<file path="src/rtl/rgb_compositor_pkg.sv">
// Shared types and constants for the VGA colour compositor.
// Optional border outline is enabled with RGB_COMPOSITOR_BORDER_EN.
package vga_comp_pkg;

    typedef enum logic [1:0] {
        S_FADE_IN  = 2'd0,
        S_HOLD     = 2'd1,
        S_FADE_OUT = 2'd2,
        S_OFF      = 2'd3
    } fade_st_t;

    localparam int H_ACTIVE  = 640;
    localparam int V_ACTIVE  = 480;
    localparam int LEVEL_MAX = 16;

    localparam int R_HI = 11;
    localparam int R_LO = 8;
    localparam int G_HI = 7;
    localparam int G_LO = 4;
    localparam int B_HI = 3;
    localparam int B_LO = 0;

    // 4b channel times 0..16 level; level 16 reproduces the channel exactly
    function automatic logic [3:0] fade_ch(
        input logic [3:0] ch,
        input logic [4:0] lvl
    );
        return 4'(({4'd0, ch} * {3'd0, lvl}) >> 4);
    endfunction

endpackage

</file>
<file path="src/rtl/rgb_compositor_fade_ctrl.sv">
// Frame-based brightness fade sequencer: fade in, hold, fade out, off.
// All state moves only on the end-of-frame event.
module fade_ctrl
    import vga_comp_pkg::*;
#(
    parameter int FADE_DIV    = 2,
    parameter int HOLD_FRAMES = 120,
    parameter int OFF_FRAMES  = 30
) (
    input  logic       i_clk,
    input  logic       i_rst,
    input  logic       i_ev,
    input  logic       i_fade_en,
    output logic [4:0] o_level
);

    localparam logic [7:0] DIV_M1 = 8'(FADE_DIV - 1);
    localparam logic [7:0] HOLD_N = 8'(HOLD_FRAMES);
    localparam logic [7:0] OFF_N  = 8'(OFF_FRAMES);
    localparam logic [4:0] LV_TOP = 5'(LEVEL_MAX);

    fade_st_t   r_st;
    logic [7:0] r_cnt;
    logic [4:0] r_lvl;

    logic [7:0] w_cnt_inc;
    logic       w_div_hit;

    assign w_cnt_inc = r_cnt + 8'd1;
    assign w_div_hit = (r_cnt == DIV_M1);

    always_ff @(posedge i_clk) begin
        if (!i_rst) begin
            r_st  <= S_FADE_IN;
            r_cnt <= 8'd0;
            r_lvl <= 5'd0;
        end else if (i_ev) begin
            // disable overrides any transition due on this frame
            if (!i_fade_en) begin
                r_st  <= S_HOLD;
                r_cnt <= 8'd0;
                r_lvl <= LV_TOP;
            end else begin
                unique case (r_st)
                    S_FADE_IN: begin
                        if (w_div_hit) begin
                            r_cnt <= 8'd0;
                            r_lvl <= r_lvl + 5'd1;
                            if (r_lvl == LV_TOP - 5'd1)
                                r_st <= S_HOLD;
                        end else begin
                            r_cnt <= w_cnt_inc;
                        end
                    end
                    S_HOLD: begin
                        if (w_cnt_inc == HOLD_N) begin
                            r_st  <= S_FADE_OUT;
                            r_cnt <= 8'd0;
                        end else begin
                            r_cnt <= w_cnt_inc;
                        end
                    end
                    S_FADE_OUT: begin
                        if (w_div_hit) begin
                            r_cnt <= 8'd0;
                            r_lvl <= r_lvl - 5'd1;
                            if (r_lvl == 5'd1)
                                r_st <= S_OFF;
                        end else begin
                            r_cnt <= w_cnt_inc;
                        end
                    end
                    S_OFF: begin
                        if (w_cnt_inc == OFF_N) begin
                            r_st  <= S_FADE_IN;
                            r_cnt <= 8'd0;
                        end else begin
                            r_cnt <= w_cnt_inc;
                        end
                    end
                    default: begin
                        r_st  <= S_FADE_IN;
                        r_cnt <= 8'd0;
                    end
                endcase
            end
        end
    end

    assign o_level = r_lvl;

endmodule

</file>
<file path="src/rtl/rgb_compositor.sv">
// Two-stage VGA output compositor: layer priority, blanking, fade.
// Define RGB_COMPOSITOR_BORDER_EN for a white outline on the active edge.
module rgb_compositor
    import vga_comp_pkg::*;
#(
    parameter logic [11:0] L0_RGB      = 12'hF00,
    parameter logic [11:0] L1_RGB      = 12'h0F0,
    parameter logic [11:0] L2_RGB      = 12'h00F,
    parameter logic [11:0] BG_RGB      = 12'h000,
    parameter int          FADE_DIV    = 2,
    parameter int          HOLD_FRAMES = 120,
    parameter int          OFF_FRAMES  = 30
) (
    input  logic       i_clk,
    input  logic       i_rst,
    input  logic       i_pix_stb,
    input  logic       i_hs,
    input  logic       i_vs,
    input  logic [9:0] i_x,
    input  logic [8:0] i_y,
    input  logic       i_animate,
    input  logic [2:0] i_layer,
    input  logic       i_fade_en,
    output logic       o_hs,
    output logic       o_vs,
    output logic [3:0] o_r,
    output logic [3:0] o_g,
    output logic [3:0] o_b,
    output logic [4:0] o_level
);

    logic [2:0] r_s1_layer;
    logic       r_s1_hs;
    logic       r_s1_vs;
    logic       r_s1_act;

    logic       r_hs;
    logic       r_vs;
    logic [3:0] r_r;
    logic [3:0] r_g;
    logic [3:0] r_b;

    logic        w_ev;
    logic        w_act;
    logic [4:0]  w_level;
    logic [11:0] w_rgb;
    logic [3:0]  w_r;
    logic [3:0]  w_g;
    logic [3:0]  w_b;

    assign w_ev  = i_animate & i_pix_stb;
    assign w_act = (i_x < 10'(H_ACTIVE)) && (i_y < 9'(V_ACTIVE));

    fade_ctrl #(
        .FADE_DIV    (FADE_DIV),
        .HOLD_FRAMES (HOLD_FRAMES),
        .OFF_FRAMES  (OFF_FRAMES)
    ) u_fade (
        .i_clk     (i_clk),
        .i_rst     (i_rst),
        .i_ev      (w_ev),
        .i_fade_en (i_fade_en),
        .o_level   (w_level)
    );

`ifdef RGB_COMPOSITOR_BORDER_EN
    logic r_s1_edge;
    logic w_edge;

    assign w_edge = (i_x == 10'd0) || (i_x == 10'(H_ACTIVE - 1)) ||
                    (i_y == 9'd0)  || (i_y == 9'(V_ACTIVE - 1));

    always_ff @(posedge i_clk) begin
        if (!i_rst)
            r_s1_edge <= 1'b0;
        else if (i_pix_stb)
            r_s1_edge <= w_edge;
    end
`endif

    always_ff @(posedge i_clk) begin
        if (!i_rst) begin
            r_s1_layer <= 3'd0;
            r_s1_hs    <= 1'b1;
            r_s1_vs    <= 1'b1;
            r_s1_act   <= 1'b0;
        end else if (i_pix_stb) begin
            r_s1_layer <= i_layer;
            r_s1_hs    <= i_hs;
            r_s1_vs    <= i_vs;
            r_s1_act   <= w_act;
        end
    end

    always_comb begin
        w_rgb = BG_RGB;
        if (r_s1_layer[0])
            w_rgb = L0_RGB;
        else if (r_s1_layer[1])
            w_rgb = L1_RGB;
        else if (r_s1_layer[2])
            w_rgb = L2_RGB;

        w_r = fade_ch(w_rgb[R_HI:R_LO], w_level);
        w_g = fade_ch(w_rgb[G_HI:G_LO], w_level);
        w_b = fade_ch(w_rgb[B_HI:B_LO], w_level);

        // blanking wins over everything, border wins over layers and fade
        if (!r_s1_act) begin
            w_r = 4'h0;
            w_g = 4'h0;
            w_b = 4'h0;
        end
`ifdef RGB_COMPOSITOR_BORDER_EN
        else if (r_s1_edge) begin
            w_r = 4'hF;
            w_g = 4'hF;
            w_b = 4'hF;
        end
`endif
    end

    always_ff @(posedge i_clk) begin
        if (!i_rst) begin
            r_hs <= 1'b1;
            r_vs <= 1'b1;
            r_r  <= 4'h0;
            r_g  <= 4'h0;
            r_b  <= 4'h0;
        end else if (i_pix_stb) begin
            r_hs <= r_s1_hs;
            r_vs <= r_s1_vs;
            r_r  <= w_r;
            r_g  <= w_g;
            r_b  <= w_b;
        end
    end

    assign o_hs    = r_hs;
    assign o_vs    = r_vs;
    assign o_r     = r_r;
    assign o_g     = r_g;
    assign o_b     = r_b;
    assign o_level = w_level;

endmodule

</file>
<file path="config.mk">
export PLATFORM = sky130hd
export DESIGN_NAME = rgb_compositor
export DESIGN_NICKNAME = d
export VERILOG_FILES = /design/src/rtl/rgb_compositor_pkg.sv /design/src/rtl/rgb_compositor_fade_ctrl.sv /design/src/rtl/rgb_compositor.sv
export SDC_FILE = /design/constraint.sdc
export NUM_CORES = 1
export LEC_CHECK = 0
export CAP_MARGIN = 5
export CORE_MARGIN = 5
export CORE_UTILIZATION = 70
export CTS_CLUSTER_SIZE = 30
export DETAILED_ROUTE_END_ITERATION = 16
export DONT_BUFFER_PORTS = 1
export PLACE_DENSITY = 0.86
export SLEW_MARGIN = 30
export SYNTH_ARGS = -nofsm -noshare
export SYNTH_HDL_FRONTEND = slang
export SYNTH_SLANG_ARGS = --single-unit
</file>
<file path="constraint.sdc">
create_clock -name i_clk -period 7.5 [get_ports i_clk]
set_input_delay 0.75 -clock i_clk [delete_from_list [all_inputs] [get_ports i_clk]]
set_output_delay 0.75 -clock i_clk [all_outputs]
set_load 0.1 [all_outputs]
</file>
==> impl_metrics.yaml <==
sta:
  relSlewSlack_pct: 32.44
  period_needed_ns: 3.712
  clock_skew_ns: 0.004770
  rsz0062_at_grt: "false"
  fin_tns_setup_ns: 0
  maxSlewViolCount: 0
  fmax_mhz: 269.4
  fin_crit_sh_pct: 49.50
  finalSetupViolCount: 0
  finalHoldViolCount: 0
  worst_slack_ns: 3.788
  worstMarginPinSlew_ns: 1.012
detailed_routing:
  vias: 2537
  via_per_inst: 5.914
  drc: 0
  met1_length_um: 2554
  top_layer_used: "met4"
  wl_um: 6234
  met2_length_um: 3317
  wl_met3_um: 232
  wl_per_cell_um: 14.53
  drt_iter0_markers: 96
  ant_nets: 0
  firstDrtPassIters: 4
floorplanning:
  rows: 24
  die_area_um2: 6029
  initial_utilization_pct: 73.06
  core_area_um2: 4384
  dieHeight_um: 77.65
  pin_count: 48
  die_w_um: 77.65
placement:
  detailedPlace.worstSlack_ns: 3.831
  port_buffers: 0
  dp_hpwl_um: 4954
  placed_cells: 421
  gp_congestion: 0.9277
global_route:
  grt-ovfl-total: 0
  grt_use_total_pct: 21.66
  grt_pass1_vias: 2532
  antenna_found_initial: 0
  grt_max_degree: 31
  grt_pass1_wl_um: 10930
power:
  total_power_mw: 0.3971
  ir_drop_v: 0.0001168
  powerDensity_nw_per_um2: 119.1
  p_leak_nw: 1.658
synth:
  yosysWarnings: 0
  synth_area_leader_cell: "dfxtp_1"
  ys.flop_type: "dfxtp_1"
  synth_seq_cells: 35
  synth_area_um2: 3203
  synthArstFlopShare_pct: 0
  ys_top_cells_by_area: "dfxtp_1 22%, ha_1 17%, fa_1 9.4%"
  syn_avg_cell_area_um2: 8.363
  ys_types: 54
  synth_top_cell_area_share_pct: 21.88
  syn_inst: 383
  syn_nets: 470
  synth_edf_count: 0
  ys_seq_area_share_pct: 21.88
cells_and_area:
  final_util_pct: 76.03
  fillCellCount: 305
  fin_cells: 429
  synthToLayoutAreaGrowth_pct: 4.063
  nets: 463
  diodes: 0
  drive_gt1_share_pct: 6.897
clock_network:
  h-tree-depth: 2
  postCtsSetupBuffers: 0
  clkTransAtPathRegs_ns: 0.08
  clkLatencyLatePin_ns: 0.29
  clockRootBuffer: "clkbuf_8"
  cts.sinks: 35
  tritoncts: "built"
  cts_resized: 0
  cts_hold_buf: 0
  clockBufferDepth: 2
  cts_buffers: 5
setup_path:
  reg2reg_to: "o_b[3]"
  r2r_cells: 13
  crit_path_end_kind: "register"
  critPathLaunchType: "register"
  r2r_slack_ns: 3.79
  worstPathMaxFanout: 8
  crit_path_start: "r_s1_layer[0]"
  rr_startpoint: "r_s1_layer[0]"
  cp.arrival_ns: 3.89
  crit_type: "register to register"
  cp-endpoint: "o_b[3]"
  cp_data_required_time_ns: 7.68
job:
  max_cap_violations: 0
min_path:
  hp-start: "r_s1_hs"
  hold_path.class: "register to register"
outcome:
  status: "complete, no violations"
## registers in the layout, indices dropped and copies added, names as in the netlist
register	cells
o_b	4
o_g	4
o_hs	1
o_r	4
o_vs	1
r_s1_act	1
r_s1_hs	1
r_s1_layer	3
r_s1_vs	1
u_fade.o_level	5
u_fade.r_cnt	8
u_fade.r_st	2
## layout by cell type (no fill, tap or decap), drive strengths merged, types with 5 or more instances in the layout
master	Yosys	routed
ha	43	43
inv	53	53
nor4	5	5
o21ai	12	12
nand3	20	20
a21o	6	6
and2	9	9
nand2b	8	8
xor2	8	8
a21oi	20	20
dfxtp	35	35
fa	15	15
nand2	31	31
mux2i	10	10
clkbuf	12	5
xnor2	12	12
nor2	22	22
## layout make-up
type | count | area, um^2 | share of cell area, %
flip-flops and latches | 35 | 701.9 | 21.06
clock buffers | 5 | 68.82 | 2.065
multi-input cells | 277 | 2225 | 66.74
repair buffers | 4 | 30.03 | 0.9009
well taps | 52 | 65.06 | 1.952
inverters | 53 | 198.9 | 5.968
clock inverters | 3 | 43.79 | 1.314
## per-layer routing
layer | track usage, % | vias to the layer above
li1 | - | 1264
met1 | 24.31 | 1198
met2 | 39.73 | 56
met3 | 4.861 | 19
met4 | 7.560 | 0
met5 | 0 | -
## cell families after synthesis
logic type / after synthesis / share of synthesized area [%]
muxes: 11 / 3.477
xor gates and xnor gates: 20 / 5.469
and+or+nand+nor: 121 / 19.77
AOI/OAI and AO/OA: 67 / 14.57
adders and majority gates: 58 / 26.17
DFF: 35 / 21.87
buffers and inverters: 71 / 8.671
## where the power goes
part	internal [mW]	switching (mW)
Sequential	0.189	0.0100
Clock	0.0989	0.0721
Combinational	0.0105	0.0163
Total	0.299	0.0984
## Yosys cell counts, drive strengths merged, types with 2 or more instances
master and count:
clkbuf 12, inv 53, and2 9, o211ai 3
o21a 2, o21bai 3, a21o 6, a211oi 2
nor2 22, nor4 5, nand2b 8, a221oi 3
a21oi 20, a21boi 3, nand2 31, xor2 8
nand3 20, or3 3, o21ai 12, nor3b 2
xnor2 12, nor3 4, nor2b 4, nand4 3
mux2i 10, a31o 2, fa 15, o22ai 2
a31oi 2, buf 6, or4 3, a22oi 3
dfxtp 35, ha 43
## metrics by stage
step	cell area, um^2	hold WS [ns]
2_1_floorplan	3203	0.4413
3_3_place_gp	3219	0.4511
3_5_place_dp	3221	0.4658
4_1_cts	3333	0.4845
5_1_grt	3333	0.5160
6_report	3333	0.4808
## critical path, cell delays in order, from the launching register on
cell,delay (ns)
dfxtp_1,0.39
nor3b_1,0.68
and2_1,0.25
inv_1,0.06
fa_1,0.47
fa_1,0.49
inv_1,0.04
ha_1,0.26
a21o_1,0.18
a21oi_1,0.22
o21bai_1,0.13
a21oi_1,0.19
xnor2_1,0.14
o21ai_0,0.10
## how the worst min path moves through the flow
stage,depth (start not counted),endpoint
floorplan,2,r_s1_hs
global placement,2,o_hs
detailed placement,2,r_s1_hs
CTS,2,r_s1_hs
global route,1,o_vs
finish,2,r_s1_hs
Power figures use the tool's default switching activity.
